$ cat config.mk
export PLATFORM = sky130hd
export DESIGN_NAME = pcsr_product_gen
export DESIGN_NICKNAME = d
export VERILOG_FILES = /design/src/rtl/pcsr_product_gen.sv
export SDC_FILE = /design/constraint.sdc
export NUM_CORES = 1
export LEC_CHECK = 0
export ABC_AREA = 1
export CORE_MARGIN = 1.5
export CORE_UTILIZATION = 40
export CTS_BUF_LIST = sky130_fd_sc_hd__clkbuf_8
export DETAILED_ROUTE_END_ITERATION = 10
export PLACE_DENSITY = 0.59
export SLEW_MARGIN = 20
export SYNTH_ARGS = -nofsm -noshare
export SYNTH_HDL_FRONTEND = slang
export SYNTH_SLANG_ARGS = --single-unit
$ cat constraint.sdc
create_clock -name clk_i -period 6 [get_ports clk_i]
set_input_delay 1.5 -clock clk_i [delete_from_list [all_inputs] [get_ports clk_i]]
set_output_delay 1.5 -clock clk_i [all_outputs]
set_load 0.01 [all_outputs]
$ cat src/rtl/pcsr_product_gen.sv
// Scales each accepted pixel by every weight of a stored kernel row and emits the
// rounded products, one per cycle, toward the overlap-add stage.
//
// state | meaning
// EMPTY | no kernel held since reset
// LOAD  | kernel row partially written
// IDLE  | kernel complete, waiting for a pixel
// EMIT  | streaming the products of the latched pixel
module pcsr_product_gen #(
  parameter int BIT_WIDTH    = 8,
  parameter int INPUT_WIDTH  = 5,
  parameter int KERNEL_WIDTH = 5
) (
  input  logic                 clk_i,
  input  logic                 rst_i,
  input  logic                 k_wr_en_i,
  input  logic [BIT_WIDTH-1:0] k_data_i,
  output logic                 k_loaded_o,
  input  logic                 pix_valid_i,
  input  logic [BIT_WIDTH-1:0] pix_data_i,
  output logic                 pix_ready_o,
  output logic [BIT_WIDTH-1:0] data_o,
  output logic                 wr_en_o,
  output logic                 last_o
);

  localparam int KW_W = (KERNEL_WIDTH > 1) ? $clog2(KERNEL_WIDTH) : 1;
  localparam int PC_W = (INPUT_WIDTH > 1) ? $clog2(INPUT_WIDTH) : 1;
  localparam logic [KW_W-1:0] K_LAST = KW_W'(KERNEL_WIDTH - 1);
  localparam logic [PC_W-1:0] P_LAST = PC_W'(INPUT_WIDTH - 1);

  typedef enum logic [1:0] {S_EMPTY, S_LOAD, S_IDLE, S_EMIT} state_t;

  state_t                 state_q, state_d;
  logic [BIT_WIDTH-1:0]   weight_q [KERNEL_WIDTH];
  logic [BIT_WIDTH-1:0]   weight_d [KERNEL_WIDTH];
  logic [KW_W-1:0]        k_cnt_q, k_cnt_d;
  logic [KW_W-1:0]        k_idx_q, k_idx_d;
  logic [PC_W-1:0]        pix_cnt_q, pix_cnt_d;
  logic [BIT_WIDTH-1:0]   pixel_q, pixel_d;
  logic [BIT_WIDTH-1:0]   data_q, data_d;
  logic                   wr_en_q, wr_en_d;
  logic                   last_q, last_d;

  logic [2*BIT_WIDTH-1:0] prod;
  logic [BIT_WIDTH-1:0]   prod_rnd;
  logic                   accept;
  logic                   unused_prod_lsbs;

  assign pix_ready_o = ((state_q == S_IDLE) && !k_wr_en_i) ||
                       ((state_q == S_EMIT) && (k_idx_q == K_LAST));
  assign accept      = pix_ready_o && pix_valid_i;
  assign k_loaded_o  = (state_q == S_IDLE) || (state_q == S_EMIT);

  // Round half up: the top half plus the MSB of the discarded half; cannot overflow.
  assign prod     = {{BIT_WIDTH{1'b0}}, pixel_q} * {{BIT_WIDTH{1'b0}}, weight_q[k_idx_q]};
  assign prod_rnd = prod[2*BIT_WIDTH-1:BIT_WIDTH] + {{(BIT_WIDTH-1){1'b0}}, prod[BIT_WIDTH-1]};
  assign unused_prod_lsbs = ^prod[BIT_WIDTH-2:0];

  assign data_o  = data_q;
  assign wr_en_o = wr_en_q;
  assign last_o  = last_q;

  always_comb begin
    state_d   = state_q;
    weight_d  = weight_q;
    k_cnt_d   = k_cnt_q;
    k_idx_d   = k_idx_q;
    pix_cnt_d = pix_cnt_q;
    pixel_d   = pixel_q;
    data_d    = data_q;
    wr_en_d   = 1'b0;
    last_d    = 1'b0;

    case (state_q)
      S_EMPTY, S_IDLE: begin
        if (k_wr_en_i) begin
          weight_d[0] = k_data_i;
          k_cnt_d     = KW_W'(1);
          pix_cnt_d   = '0;
          state_d     = (KERNEL_WIDTH == 1) ? S_IDLE : S_LOAD;
        end else if (accept) begin
          pixel_d = pix_data_i;
          k_idx_d = '0;
          state_d = S_EMIT;
        end
      end
      S_LOAD: begin
        if (k_wr_en_i) begin
          weight_d[k_cnt_q] = k_data_i;
          k_cnt_d           = k_cnt_q + KW_W'(1);
          if (k_cnt_q == K_LAST) state_d = S_IDLE;
        end
      end
      S_EMIT: begin
        data_d  = prod_rnd;
        wr_en_d = 1'b1;
        last_d  = (k_idx_q == K_LAST) && (pix_cnt_q == P_LAST);
        if (k_idx_q == K_LAST) begin
          pix_cnt_d = (pix_cnt_q == P_LAST) ? '0 : pix_cnt_q + PC_W'(1);
          if (accept) begin
            pixel_d = pix_data_i;
            k_idx_d = '0;
          end else begin
            state_d = S_IDLE;
          end
        end else begin
          k_idx_d = k_idx_q + KW_W'(1);
        end
      end
      default: state_d = S_EMPTY;
    endcase
  end

  always_ff @(posedge clk_i or negedge rst_i) begin
    if (!rst_i) begin
      state_q   <= S_EMPTY;
      weight_q  <= '{default: '0};
      k_cnt_q   <= '0;
      k_idx_q   <= '0;
      pix_cnt_q <= '0;
      pixel_q   <= '0;
      data_q    <= '0;
      wr_en_q   <= 1'b0;
      last_q    <= 1'b0;
    end else begin
      state_q   <= state_d;
      weight_q  <= weight_d;
      k_cnt_q   <= k_cnt_d;
      k_idx_q   <= k_idx_d;
      pix_cnt_q <= pix_cnt_d;
      pixel_q   <= pixel_d;
      data_q    <= data_d;
      wr_en_q   <= wr_en_d;
      last_q    <= last_d;
    end
  end

endmodule

==> flow_summary_export.csv <==
group,metric,value,unit
synth,synthCells,651,
finish,fill_cells,1247,
timing,slew_headroom,40.68,%
synth,synthSimpleGateAreaFrac,22.92,%
die,rows,41,
worst_setup_path,crit_fanout,16,
placed_design,dp_slack,0.3785,ns
synth,ys_seq_elements,69,
worst_setup_path,critPathSlowestCell,"fa_1",
clocking,cts_root_buf,"clkbuf_8",
synth,synthAdderAreaFrac,22.83,%
outcome,status,"finished clean",
synth,synth_edf_count,0,
finish,mostFrequentLayoutCells,"nand2_1 (146), inv_1 (88), nor2_1 (68)",
synth,synth_top_family_by_area,"simple AND/OR/NAND/NOR gates",
synth,synthesis.area,5316,µm²
timing,worstMarginPinSlew,0.8898,ns
drt,drc,0,
synth,synth.avg_cell_area,8.166,µm²
drt,ant_nets,0,
worst_setup_path,arrival,5.79,ns
die,initial_core_util,41.62,%
finish,utilization,46.68,%
clocking,htreeDepth,3,
timing,hold_viol,0,
synth,synth_compound_area_share,12.36,%
drt,vias,4316,
timing,fin_hold_ws,0.4843,ns
synth,synth_top_area_share,32.48,%
timing,fmax,179.9,MHz
clocking,path_clk_slew,0.07,ns
worst_setup_path,cp_cell_sequence,"buf_4 -> a21oi_1 -> a221o_1 -> nand2_1 -> nand2_1 -> fa_1 -> fa_1 -> inv_1 -> fa_1 -> inv_1 -> fa_1 -> inv_1 -> ha_1 -> a21oi_1 -> o21ai_0 -> a31oi_1 -> xnor2_1 -> ha_1 -> ha_1 -> inv_1 -> nor2_4 -> nand2_1 -> xor2_1 -> o21ai_2",
clocking,clockBufferDepth,2,
drt,dr.first_iter.drc_count,223,
global_routing,grt_remaining_overflow,0,
synth,seq_area_frac_synth,32.48,%
placed_design,routabilityCongestion,0.9438,
global_routing,first_global_vias,4439,
timing,setup-tns-final,0,ns
synth,synthMuxAreaShare,0,%
timing,maxSlewViolCount,0,
drt,via_per_inst,5.048,
global_routing,grt_start_max_net_pins,70,
worst_setup_path,worstSetupStartpointType,"flip-flop",
worst_setup_path,crit_path_max_incr_delay,0.54,ns
timing,setup_viol_count_final,0,
global_routing,grt_usage,19.09,%
job,maxCapViolations,0,
timing,fin_crit,5.560,ns
synth,async_reset_ff_share,100.0,%
worst_setup_path,crit_buf_inv,5,
synth,synthFlopType,"dfrtp_1",
clocking,cts_buffers,9,
synth,synth_area_leaders,"dfrtp_1 (32%), fa_1 (13%), nand2_1 (10%)",
finish,n_antenna_cell,0,
clocking,cts_tree,"done",
placed_design,portBuffers,31,
clocking,clk_latency,0.35,ns
synth,synth_cell_types,43,
drt,wl_per_cell,14.32,µm
timing,rsz0062_at_grt,"false",
clocking,cts_setup_buffers,0,
synth,syn-num-nets,747,
die,die_area,13990,µm²
die,die_h,118.3,µm
finish,nNetsFinal,776,
synth,yosysWarnings,0,
die,fp.dieW,118.3,µm
global_routing,grt_pass1_wl,21450,µm
synth,synth_xor_area_share,1.153,%
drt,drt-total-wl,12250,µm
die,core-area,12770,µm²
finish,area_delta_synth_final,12.17,%
worst_setup_path,path_class,"reg2reg",
worst_setup_path,cp_top_family,"adder cells",
timing,clock_skew,0.006120,ns
worst_setup_path,worstPathRequired,6.23,ns
timing,setup_ws,0.4401,ns
worst_setup_path,cp-end-kind,"flip-flop",
min_path,hp-class,"reg2reg",
placed_design,hpwl,9679,µm
synth,synth_top_area_cell,"dfrtp_1",
global_routing,antenna_found_initial,0,
finish,final_common_cell,"nand2_1",
drt,first_pass_iters,5,
timing,min_period_over_period,92.67,%
clocking,cts_sinks,69,
die,io_pins,32,
finish,final_layout_size_suffix_gt1_share,7.174,%
cells in the mapped netlist (4+ instances only):
master and number:
a21oi_1 27, a221o_1 5, clkbuf_1 12, dfrtp_1 69, fa_1 35, ha_1 41
inv_1 87, nand2_1 146, nand2_2 8, nand2_4 4, nand3_1 23, nand3_2 4
nand4_1 5, nor2_1 68, nor3_1 6, o21ai_0 64, xnor2_1 4
path summary, 6_finish.rpt:
path,to,cells past startpoint,slack [ns],start
max,data_o[4],24,0.44,k_idx_q[0]
min,data_o[1],2,0.48,data_o[1]
max reg2reg,data_o[4],24,0.44,k_idx_q[0]
min reg2reg,data_o[1],2,0.48,data_o[1]
max in group asynchronous,k_idx_q[1],2,4.02,rst_i
min in group asynchronous,data_o[3],2,1.32,rst_i
per-layer routing:
| layer | GRT usage (%) | vias to the layer above | part of all wire [%] |
|---|---|---|---|
| li1 | - | 2148 | - |
| met2 | 31.14 | 96 | 47 |
| met5 | 0 | - | 0 |
| met3 | 4.151 | 13 | 4.2 |
| met4 | 6.860 | 0 | 1.7 |
| met1 | 24.96 | 2059 | 47 |
through the flow:
| step | instances | cell area, µm² |
|---|---|---|
| after floorplan | 651 | 5316 |
| after global placement | 841 | 5777 |
| after detailed placement | 841 | 5777 |
| after CTS | 855 | 5957 |
| after global routing | 855 | 5963 |
| final | 855 | 5963 |
worst min-delay path, cell delays in order, from the launching register on:
cell and delay [ns]:
dfrtp_1 0.34, nand2_1 0.05, nand2_1 0.06
cell families after synthesis:
kind of cell | Yosys count
DFF | 69
AOI/OAI and AO/OA | 115
and+or+nand+nor | 275
xor gates and xnor gates | 7
buffers and inverters | 109
adders and majority gates | 76
sequential cells by signal (all words and copies together) (netlist names):
signal / cells
pixel_q: 8
weight_q: 40
k_idx_q: 3
k_cnt_q: 3
pix_cnt_q: 3
wr_en_o: 1
data_o: 8
state_q: 2
last_o: 1
final cells by class:
cell class | instances | area, µm² | share of cell area (%)
sequential | 69 | 1729 | 29.00
clock buffer | 10 | 137.6 | 2.308
timing repair buffer | 34 | 327.8 | 5.497
clock inverter | 4 | 42.54 | 0.7134
tap | 172 | 215.2 | 3.609
inverter | 93 | 356.6 | 5.980
multi-input combinational | 473 | 3154 | 52.90
what timing repair did:
item                                    4_1_cts  5_1_grt
hold buffers                                  0        0
endpoints found under the setup margin        0        4
resized for setup                             0        4
Power is left out: the tool's default activity adds up to more than one toggle a clock period on the data nets, which glitch-free logic cannot reach.
